===== src/rtl/rope_motion_ctrl.sv =====
// rope_motion_ctrl
//   Frame-rate sequencer for the two vine ropes. Each rope cycles
//   IDLE -> EXTEND -> HOLD_LONG -> RETRACT -> HOLD_SHORT -> EXTEND ...,
//   advancing one step per effective frame tick (startOfFrame && !pause).
//   Rope 1 leaves IDLE on the first tick. Rope 2 leaves IDLE once the frame
//   counter reaches START_DELAY2.
//
// Ports
//   clk, resetN            pixel clock, async active-low reset
//   startOfFrame           one-clk pulse per video frame
//   pause                  freezes everything, including the frame counter
//   grab1 / grab2          freeze one rope (length, state, hold counter)
//   topLeftX/Y 1/2         fixed rope origins (registered)
//   length1/2              current rope length in pixels
//   active1/2              rope is not in IDLE
//   state1/2               FSM state (IDLE=0 .. HOLD_SHORT=4)

// Per-rope sequencer. The hold counter and length are frozen whenever the
// rope does not advance (no tick, or grab held).
module rope_fsm #(
    parameter logic [10:0] MIN_LEN     = 11'd8,
    parameter logic [10:0] MAX_LEN     = 11'd200,
    parameter logic [10:0] STEP        = 11'd4,
    parameter logic [7:0]  HOLD_FRAMES = 8'd30
) (
    input  logic        clk,
    input  logic        rst_n,
    input  logic        tick,
    input  logic        grab,
    input  logic        start_ok,
    output logic [2:0]  state_o,
    output logic [10:0] len_o,
    output logic        active_o
);
    typedef enum logic [2:0] {
        IDLE       = 3'd0,
        EXTEND     = 3'd1,
        HOLD_LONG  = 3'd2,
        RETRACT    = 3'd3,
        HOLD_SHORT = 3'd4
    } state_e;

    state_e      state_q, state_d;
    logic [10:0] len_q, len_d;
    logic [7:0]  hold_q, hold_d;
    logic        active_q, active_d;
    logic        adv;
    logic [11:0] ext_sum;
    logic [11:0] ret_floor;

    assign adv       = tick & ~grab;
    // 12-bit sum so a long rope plus STEP cannot wrap below MAX_LEN.
    assign ext_sum   = {1'b0, len_q} + {1'b0, STEP};
    // Retract clamps when one more step would reach or pass MIN_LEN,
    // so the subtraction below never underflows.
    assign ret_floor = {1'b0, MIN_LEN} + {1'b0, STEP};

    always_comb begin
        state_d = state_q;
        len_d   = len_q;
        hold_d  = hold_q;
        case (state_q)
            IDLE: begin
                if (adv && start_ok) state_d = EXTEND;
            end
            EXTEND: begin
                if (adv) begin
                    if (ext_sum >= {1'b0, MAX_LEN}) begin
                        len_d   = MAX_LEN;
                        hold_d  = HOLD_FRAMES;
                        state_d = HOLD_LONG;
                    end else begin
                        len_d = ext_sum[10:0];
                    end
                end
            end
            HOLD_LONG: begin
                if (adv) begin
                    hold_d = hold_q - 8'd1;
                    if (hold_q <= 8'd1) begin
                        hold_d  = 8'd0;
                        state_d = RETRACT;
                    end
                end
            end
            RETRACT: begin
                if (adv) begin
                    if ({1'b0, len_q} <= ret_floor) begin
                        len_d   = MIN_LEN;
                        hold_d  = HOLD_FRAMES;
                        state_d = HOLD_SHORT;
                    end else begin
                        len_d = len_q - STEP;
                    end
                end
            end
            HOLD_SHORT: begin
                if (adv) begin
                    hold_d = hold_q - 8'd1;
                    if (hold_q <= 8'd1) begin
                        hold_d  = 8'd0;
                        state_d = EXTEND;
                    end
                end
            end
            // Corrupted encodings fall back to IDLE on the next clock,
            // independent of ticks.
            default: begin
                state_d = IDLE;
                hold_d  = 8'd0;
            end
        endcase
        active_d = (state_d != IDLE);
    end

    always_ff @(posedge clk or negedge rst_n) begin
        if (!rst_n) begin
            state_q  <= IDLE;
            len_q    <= MIN_LEN;
            hold_q   <= 8'd0;
            active_q <= 1'b0;
        end else begin
            state_q  <= state_d;
            len_q    <= len_d;
            hold_q   <= hold_d;
            active_q <= active_d;
        end
    end

    assign state_o  = state_q;
    assign len_o    = len_q;
    assign active_o = active_q;
endmodule

module rope_motion_ctrl #(
    parameter logic [10:0] ROPE1_X      = 11'd160,
    parameter logic [10:0] ROPE2_X      = 11'd400,
    parameter logic [10:0] ROPE_TOP_Y   = 11'd64,
    parameter logic [10:0] MIN_LEN      = 11'd8,
    parameter logic [10:0] MAX_LEN      = 11'd200,
    parameter logic [10:0] STEP         = 11'd4,
    parameter logic [7:0]  HOLD_FRAMES  = 8'd30,
    parameter logic [7:0]  START_DELAY2 = 8'd60
) (
    input  logic        clk,
    input  logic        resetN,
    input  logic        startOfFrame,
    input  logic        pause,
    input  logic        grab1,
    input  logic        grab2,
    output logic [10:0] topLeftX1,
    output logic [10:0] topLeftY1,
    output logic [10:0] length1,
    output logic        active1,
    output logic [2:0]  state1,
    output logic [10:0] topLeftX2,
    output logic [10:0] topLeftY2,
    output logic [10:0] length2,
    output logic        active2,
    output logic [2:0]  state2
);
    localparam int NUM_ROPES = 2;

    logic                             tick;
    logic [7:0]                       frame_cnt_q, frame_cnt_d;
    logic [10:0]                      x1_q, x2_q, y_q;
    logic [NUM_ROPES-1:0]             grab_v, start_v, act_v;
    logic [NUM_ROPES-1:0][2:0]        st_v;
    logic [NUM_ROPES-1:0][10:0]       len_v;

    // pause suppresses the whole tick, so it outranks grab and the counter.
    assign tick = startOfFrame & ~pause;

    always_comb begin
        frame_cnt_d = frame_cnt_q;
        if (tick && frame_cnt_q != 8'hFF) frame_cnt_d = frame_cnt_q + 8'd1;
    end

    // Rope 2 may leave IDLE on the tick that brings the counter to
    // START_DELAY2, or on any later tick (a grab can hold it in IDLE).
    assign start_v = {({1'b0, frame_cnt_q} + 9'd1 >= {1'b0, START_DELAY2}), 1'b1};
    assign grab_v  = {grab2, grab1};

    for (genvar i = 0; i < NUM_ROPES; i++) begin : g_rope
        rope_fsm #(
            .MIN_LEN     (MIN_LEN),
            .MAX_LEN     (MAX_LEN),
            .STEP        (STEP),
            .HOLD_FRAMES (HOLD_FRAMES)
        ) u_rope (
            .clk      (clk),
            .rst_n    (resetN),
            .tick     (tick),
            .grab     (grab_v[i]),
            .start_ok (start_v[i]),
            .state_o  (st_v[i]),
            .len_o    (len_v[i]),
            .active_o (act_v[i])
        );
    end

    always_ff @(posedge clk or negedge resetN) begin
        if (!resetN) begin
            frame_cnt_q <= 8'd0;
            x1_q        <= ROPE1_X;
            x2_q        <= ROPE2_X;
            y_q         <= ROPE_TOP_Y;
        end else begin
            frame_cnt_q <= frame_cnt_d;
            x1_q        <= x1_q;
            x2_q        <= x2_q;
            y_q         <= y_q;
        end
    end

    assign topLeftX1 = x1_q;
    assign topLeftY1 = y_q;
    assign length1   = len_v[0];
    assign active1   = act_v[0];
    assign state1    = st_v[0];
    assign topLeftX2 = x2_q;
    assign topLeftY2 = y_q;
    assign length2   = len_v[1];
    assign active2   = act_v[1];
    assign state2    = st_v[1];
endmodule


===== config.mk =====
export PLATFORM = sky130hd
export DESIGN_NAME = rope_motion_ctrl
export DESIGN_NICKNAME = d
export VERILOG_FILES = /design/src/rtl/rope_motion_ctrl.sv
export SDC_FILE = /design/constraint.sdc
export NUM_CORES = 1
export LEC_CHECK = 0
export ABC_AREA = 1
export BUFFER_PORTS_ARGS = -buffer_cell sky130_fd_sc_hd__buf_2
export CAP_MARGIN = 20
export CORE_ASPECT_RATIO = 1.75
export CORE_UTILIZATION = 32
export CTS_CLUSTER_SIZE = 8
export DETAILED_ROUTE_END_ITERATION = 10
export SLEW_MARGIN = 20
export SYNTH_ARGS = -nofsm -noshare
export SYNTH_HDL_FRONTEND = slang
export SYNTH_SLANG_ARGS = --single-unit

===== constraint.sdc =====
create_clock -name clk -period 1.9 [get_ports clk]
set_input_delay 0.19 -clock clk [delete_from_list [all_inputs] [get_ports clk]]
set_output_delay 0.19 -clock clk [all_outputs]
set_load 0.03 [all_outputs]

Word-level counts from Yosys, hierarchy flattened
Cells that the tools add are included.

word-level totals
  output and inout bits = 74
  bits of input ports = 6
  word-level logic and storage cells = 109
  register bits after elaboration = 54

operators by class
  $add $sub $neg = 8
  bitwise logic cells = 8
  order comparisons = 7
  equality and inequality tests = 19
  muxes and demuxes = 44
  reductions and logical operators = 14

operators by type and width
  cell                   count
  $mux 8                 12
  $mux 11                8
  $pmux 8 s4             2
  $mux 3                 18
  $pmux 11 s2            2
  $pmux 3 s5             2
  $add 11x3->12 const B  2
  $ge 12x8->1 const B    2
  $le 11x4->1 const B    2
  $sub 11x3->11 const B  2
  $ne 2x1->1 const B     10
  $le 8x1->1 const B     2
  $sub 8x1->8 const B    2
  $eq 3x2->1 const B     4
  $reduce_and 6->1       2
  $add 8x1->9 const B    1
  $ge 9x6->1 const B     1
  $add 8x1->8 const B    1
  $ne 8x8->1 const B     1
  $eq 3x1->1 const B     2
  $eq 3x3->1 const B     2
  $logic_not 3->1        2
  $reduce_and 3->1       2
  $reduce_bool 3->1      2
  other kinds (5)        14

Logic depth before layout (Yosys ltp)
Gate-level depths: netlist of the first run.

  word-level depth = 7
  mapped depth = 13
  mapped depth without buffers = 13

By module
A second synthesis of the first run with hierarchy kept.

unflattened totals
  cell total of the unflattened synthesis = 657
  area total of the unflattened synthesis = 4458.0 sq um

by module, submodules not included
  module                       instances  sequential area each (sq um)  cells each  area an instance (sq um)
  rope_fsm (g_rope[0].u_rope)  1          526.8                         266         1804.2
  rope_fsm (g_rope[1].u_rope)  1          526.8                         268         1766.7
  rope_motion_ctrl             1          200.2                         123         887.1

Least setup slack after synthesis of the first run
No wires, ideal clock.

  kind = register to register
  start point = reg g_rope[1].u_rope.len_q[3]
  end point = reg g_rope[1].u_rope.hold_q[7]
  buffers on the path = 1
  required time = 1824 ps
  cell stages (with the launch flop) = 12
  library setup time = 76 ps
  path slack = -240 ps
  data arrival time = 2064 ps
  clock period less this slack = 2140 ps
  cells stage by stage = dfstp_2 > inv_1 > ha_1 > or2_2 > nor2_1 > nand2_1 > nand3_1 > nand4_1 > nand2_2 > buf_6 > nand2_1 > o21ai_1

between the ends
  longest elaborated chain between the ends = 4
  elaborated cells between the ends (all ways) = 6
  classes of those cells = add/sub: 1; order compare: 2; eq/ne: 2; reduce/logical: 1

ends and longest elaborated chain
  what                          line  text
  start, declared               44    logic [10:0] len_q, len_d;
  start signal, assigned        124   len_q <= len_d;
  $add 11x3->12                 53    assign ext_sum = {1'b0, len_q} + {1'b0, STEP};
  $ge 12x8->1                   68    if (ext_sum >= {1'b0, MAX_LEN}) begin
  $ne 2x1->1 (no line)          --
  $reduce_and 6->1 (no line) *  --
  end signal, assigned          125   hold_q <= hold_d;
  end, declared                 45    logic [7:0] hold_q, hold_d;

Mark *: on every way between the ends. The rest lies on a longest branch, timed or not.
A chain may end at the register's enable or synchronous reset.

Worst setup path after layout of the first run
  start point = reg g_rope[1].u_rope.len_q[3]
  end point = reg g_rope[1].u_rope.hold_q[1]

The elaborated chain is that of the path after synthesis.

==> flow_metrics.tcl, run 1 <==
set metrics [dict create \
    power_switching_w 0.00335 \
    seqPwrFrac_pct 29.3 \
    post-route-period-util_pct 102 \
    synthAdderAreaFrac_pct 3.68 \
    yosys-top-cells-area "dfrtp_1, nand2_1, buf_4, inv_1, nor2_1" \
    avgSynthCellArea_um2 6.90 \
    synth-seq-cells 50 \
    drcViolationCount 0 \
    synth-edff-count 0 \
    drtIter0Drc 110 \
    hold_class "input port to flip-flop" \
    yosysTopAreaCellShare_pct 29.4 \
    finalMaxSlewViolations 0 \
    fin_nets 667 \
    grt.total_usage_pct 15.3 \
    fillers 1325 \
    overflow 0 \
    final_util_pct 39.3 \
    arrival_ps 2130 \
    cts_tree "done" \
    wl_per_cell_um 11.9 \
    synth_mux_area_share_pct 0 \
    cp_max_fo 4 \
    max_cap_viol_count 0 \
    synth_common_cells "nand2_1, inv_1, nor2_1, buf_4, dfrtp_1" \
    swShare_pct 50.6 \
    dieArea_mm2 0.0132 \
    violations "setup timing" \
    power_frac_comb_pct 57.2 \
    netlist_area_mm2 0.00409 \
    cts.sink_count 50 \
    core_mm2 0.0124 \
    antenna_found_initial 0 \
    ys_types 35 \
    async_reset_ff_share_pct 100 \
    status "finished, violations left" \
    post-place-cells 806 \
    rsz0062_at_grt "true" \
    die_width_um 87.4 \
    grt_pass1_wl_um 16000 \
    critPathRequiredTime_ps 2090 \
    grt_pass1_vias 3642 \
    seq_area_frac_synth_pct 30.7 \
    clk_pin_slew_ps 70 \
    drive_gt1_share_pct 24.3 \
    max-vdd-ir-drop_uv 402 \
    synth_top_flop_cell "dfrtp_1" \
    power_frac_clock_pct 13.5 \
    relSlewSlack_pct 62.2 \
    synth_simple_gate_area_share_pct 33.0 \
    worst_slack_ps -44.7 \
    synth_xor_area_share_pct 5.57 \
    netlist_instances 592 \
    final_cells 818 \
    num_vias 3821 \
    clk_path_buf_depth 2 \
    start_util_pct 32.9 \
    globalplace.congestion 0.870 \
    synthMostInstantiatedCell "nand2_1" \
    num_antenna_cells 0 \
    yosys.area.top_type "dfrtp_1" \
    ant_nets 0 \
    numCtsBuffers 5 \
    pre_cts_ws_ps -90.8 \
    path_class "flip-flop to flip-flop" \
    total_power_w 0.00662 \
    grt_max_degree 30 \
    wl_um 9730 \
    cts_root_buf "clkbuf_16" \
    fmax_mhz 514 \
    clock_latency_ps 300 \
    p_int_w 0.00327 \
    setup_violations 9 \
    place.detailed.hpwl_um 7410 \
    via_per_inst 4.67 \
    hold_viol 0 \
    tightest_slew_ps 567 \
    fin_crit_ps 1940 \
    startpoint_type "flip-flop" \
    io_buffer_count 31 \
    h-tree-depth 2 \
    end_kind "flip-flop" \
    leakagePower_nw 2.42 \
    power_density_mw_per_mm2 1360 \
    io_pins 80 \
    synth_compound_area_share_pct 9.53 \
    rows 54 \
    first_pass_iters 4 \
    area_growth_syn_to_layout_pct 19.5 \
    ys.warnings.count 0 \
    fin_skew_ps 8.29 \
    die_h_um 151 \
    synth_top_family_by_area "simple AND/OR/NAND/NOR gates" \
]
-- power by group through the flow --
stage / Combinational, W / Sequential (W) / Clock, W
2_1_floorplan: 0.00234 / 0.00212 / 0
3_3_place_gp: 0.00331 / 0.00192 / 0
3_5_place_dp: 0.00336 / 0.00193 / 0
4_1_cts: 0.00345 / 0.00192 / 0.000919
5_1_grt: 0.00422 / 0.00200 / 0.000962
6_report: 0.00379 / 0.00194 / 0.000893
-- sequential cells by signal, summed over array words and instances, names as in the netlist --
register and count:
g_rope.u_rope.active_o 2, g_rope.u_rope.hold_q 16, frame_cnt_q 8, g_rope.u_rope.state_o 6
g_rope.u_rope.len_o 18
-- path summary, 6_finish.rpt --
| kind | startpoint | to | slack, ps | cells after the start |
|---|---|---|---|---|
| max | g_rope[1].u_rope.len_o[3] | g_rope[1].u_rope.hold_q[1] | -40 | 11 |
| min | grab2 | g_rope[1].u_rope.state_o[1] | 230 | 4 |
| max reg2reg | g_rope[1].u_rope.len_o[3] | g_rope[1].u_rope.hold_q[1] | -40 | 11 |
| min reg2reg | g_rope[1].u_rope.hold_q[6] | g_rope[1].u_rope.hold_q[6] | 500 | 2 |
| max in group asynchronous | resetN | g_rope[1].u_rope.len_o[3] | 850 | 3 |
| min in group asynchronous | resetN | g_rope[0].u_rope.state_o[2] | 410 | 2 |
-- cell type report --
class	count	area, µm²	area share, %
well taps	168	210	4.30
clock inverters	2	10.0	0.205
clock buffers	6	129	2.64
multi-input cells	458	2580	52.8
repair buffers	61	422	8.63
inverters	73	278	5.69
flip-flops and latches	50	1260	25.7
-- metrics by stage --
step | area (µm²) | hold WS (ps) | TNS [ps]
3_3_place_gp | 4440 | 209 | -87.4
2_1_floorplan | 4300 | -106 | -996
3_5_place_dp | 4440 | 216 | -474
5_1_grt | 4880 | 230 | -2590
6_report | 4880 | 225 | -106
4_1_cts | 4690 | 208 | -129
-- cell usage in the layout, fill, tap and decap left out, types with 21 or more instances in the layout --
cell / n
inv_1: 62
buf_4: 21
nor2_1: 58
nand3_1: 27
o21ai_0: 28
dfrtp_1: 46
buf_2: 31
xor2_1: 21
conb_1: 48
nand2_1: 133
-- metal layers --
layer  GRT usage, %  up-vias  part of all wire [%]
met1           15.8     1803                    37
met3           2.22       26                   3.6
li1               -     1887                     -
met2           29.1      105                    56
met5              0        -                     0
met4           7.87        0                   3.1
-- timing repair --
| item | 4_1_cts | 5_1_grt |
|---|---|---|
| resized for setup | 25 | 45 |
| endpoints found under the setup margin | 27 | 32 |
| pin swaps | 6 | 18 |
| hold buffers | 1 | 0 |
| setup buffers | 0 | 2 |
| hold endpoints to repair | 20 | 0 |
| gates cloned | 0 | 1 |
-- worst max-delay path, cell delays in order, from the launching register on --
cell	delay (ps)
dfstp_2	600
inv_4	70
ha_4	240
or2_4	230
nor2_2	70
nand2_1	70
nand3_2	90
nand4_1	100
buf_6	160
buf_6	120
nand3_2	50
nand2_1	50
-- logic make-up after synthesis --
group / Yosys count
buf+inv: 131
simple gates: 297
flops: 50
fa+ha+maj: 12
other cells: 2
xor+xnor: 26
compound gates: 74
(Power assumes the default switching activity.)
==> run 2, diff against run 1 <==
--- a/config.mk
+++ b/config.mk
@@ -12,4 +12,6 @@
 export CORE_UTILIZATION = 32
+export CTS_CLUSTER_DIAMETER = 150
 export CTS_CLUSTER_SIZE = 8
 export DETAILED_ROUTE_END_ITERATION = 10
+export REMOVE_ABC_BUFFERS = 1
 export SLEW_MARGIN = 20
==> constraint.sdc (replaced) <==
create_clock -name clk -period 1.9 [get_ports clk]
set_input_delay 0.095 -clock clk [delete_from_list [all_inputs] [get_ports clk]]
set_output_delay 0.095 -clock clk [all_outputs]
set_load 0.03 [all_outputs]
==> run 2 against run 1 <==
  * The flow still finishes with violations (setup timing)
  * Global-route usage increased by 0.23 points
  * Routed wire length shrank 0.42%
  * Critical path depth is 1 higher
  * Sequential share of layout area fell by 0.60 points
  * Utilization rose by 0.90 points
==> flow_metrics.tcl, run 2 (synthesized netlist as in run 1, its figures left out) <==
set metrics [dict create \
    status "finished, violations left" \
    violations "setup timing" \
    clk_pin_slew_ps 70 \
    path_buf_inv 4 \
    startpoint_type "flip-flop" \
    worst_slack_ps -36.5 \
    dpl_cell_area_mm2 0.00447 \
    mostFrequentLayoutCells "nand2_1, inv_1, nor2_1" \
    drive_gt1_share_pct 25.8 \
    arrival_ps 2130 \
    largest_register_ff_count 18 \
    met1_usage_pct 16.4 \
    first_pass_iters 4 \
    core_mm2 0.0124 \
    cpMostUsedCell "buf_6" \
    globalplace.congestion 0.875 \
    dieArea_mm2 0.0132 \
    cp.depth 12 \
    clk_path_buf_depth 2 \
    start_util_pct 32.9 \
    max_cap_viol_count 0 \
    gr-max-usage-layer "met2" \
    wl_um 9690 \
    cpMaxStageDelayCell "dfstp_2" \
    crit_chain "inv_4 -> buf_6 -> ha_4 -> or2_4 -> nor2_2 -> nand2_1 -> nand3_2 -> nand4_1 -> buf_6 -> buf_6 -> nand3_2 -> nand2_1" \
    numCtsBuffers 5 \
    drtIter0Drc 101 \
    leakagePower_nw 2.48 \
    io_buffer_count 31 \
    cp_max_fo 3 \
    wl_per_cell_um 11.7 \
    place.detailed.hpwl_um 7420 \
    antenna_found_initial 0 \
    area_growth_syn_to_layout_pct 22.3 \
    use_met3_pct 1.52 \
    use_met2_pct 29.6 \
    h-tree-depth 2 \
    via_per_inst 4.54 \
    clock_latency_ps 300 \
    final_common_cell "nand2_1" \
    cts.sink_count 50 \
    fmax_mhz 516 \
    final_area_mm2 0.00499 \
    critPathRequiredTime_ps 2090 \
    end_kind "flip-flop" \
    post-route-period-util_pct 102 \
    slowest_delay_ps 600 \
    hold_viol 0 \
    power_density_mw_per_mm2 1390 \
    critical-path-top-delay-family "simple AND/OR/NAND/NOR gates" \
    fin_skew_ps 8.07 \
    fin_nets 680 \
    min_delay_path_depth 4 \
    io_pins 80 \
    hold_class "input port to flip-flop" \
    cts_root_buf "clkbuf_16" \
    grt_pass1_wl_um 16200 \
    rr_worst_depth 12 \
    fin_crit_ps 1940 \
    total_power_w 0.00694 \
    ant_nets 0 \
    die_h_um 151 \
    num_vias 3775 \
    tightest_slew_ps 541 \
    drcViolationCount 0 \
    overflow 0 \
    rsz0062_at_grt "true" \
    cts_tree "done" \
    rows 54 \
    finalMaxSlewViolations 0 \
    num_antenna_cells 0 \
    relSlewSlack_pct 63.9 \
    max-vdd-ir-drop_uv 554 \
    grt.total_usage_pct 15.5 \
    grt_max_degree 24 \
    die_width_um 87.4 \
    final_util_pct 40.2 \
    setup_violations 6 \
    path_class "flip-flop to flip-flop" \
    grt_pass1_vias 3613 \
]
==> run 2: final cells by class <==
| class | instances | area [µm²] |
|---|---|---|
| Fill cell | 1334 | 7440 |
| Multi-Input combinational cell | 459 | 2590 |
| Sequential cell | 50 | 1250 |
| Timing Repair Buffer | 73 | 488 |
| Inverter | 73 | 278 |
| Tap cell | 168 | 210 |
| Clock buffer | 5 | 125 |
| Clock inverter | 3 | 45.0 |
==> run 2: metal layers <==
layer | share of wire (%) | wire, µm | vias up
met4 | 4.0 | 386 | 0
met5 | 0 | 0 | -
li1 | - | - | 1909
met3 | 3.2 | 308 | 30
met1 | 38 | 3710 | 1722
met2 | 55 | 5280 | 114
==> run 2: stage by stage <==
stage               TNS [ps]  worst slack [ps]  instances  hold slack, ps
global placement       -3010              -158        816             111
floorplan              -5550              -223        580            -201
CTS                     -650             -71.1        827             101
detailed placement     -3860              -217        816             118
finish                  -109             -36.5        831            96.1
global route           -2210              -131        831             106
==> run 2: worst paths after layout <==
check,endpoint,start,slack (ps)
worst max-delay path,g_rope[1].u_rope.hold_q[1],g_rope[1].u_rope.len_o[3],-40
worst min-delay path,frame_cnt_q[6],pause,100
worst max register to register,g_rope[1].u_rope.hold_q[1],g_rope[1].u_rope.len_o[3],-40
worst min register to register,g_rope[1].u_rope.hold_q[1],g_rope[1].u_rope.hold_q[1],510
max in group asynchronous,g_rope[0].u_rope.len_o[3],resetN,910
min in group asynchronous,g_rope[1].u_rope.len_o[10],resetN,310
==> run 2: what timing repair did <==
item	in CTS	in global routing
endpoints found under the setup margin	32	33
gates resized for setup	25	52
pin swaps	12	14
gates cloned	2	0
endpoints found under the hold margin	20	0
setup buffers	0	4
hold buffers	1	0
==> run 2: worst reg2reg max path: cells and delay by family (launching register included) <==
kind / cells / cell delay, ps
AND/OR/NAND/NOR: 7 / 640
flip-flops: 1 / 600
buffers and inverters: 4 / 460
adder cells (fa/ha/maj): 1 / 140
==> run 2: where the power goes <==
part | total, W | internal (W) | leakage, nW | switching (W)
Clock | 0.00105 | 0.000622 | 0.0760 | 0.000429
Combinational | 0.00396 | 0.00153 | 1.79 | 0.00243
Sequential | 0.00193 | 0.00141 | 0.613 | 0.000524
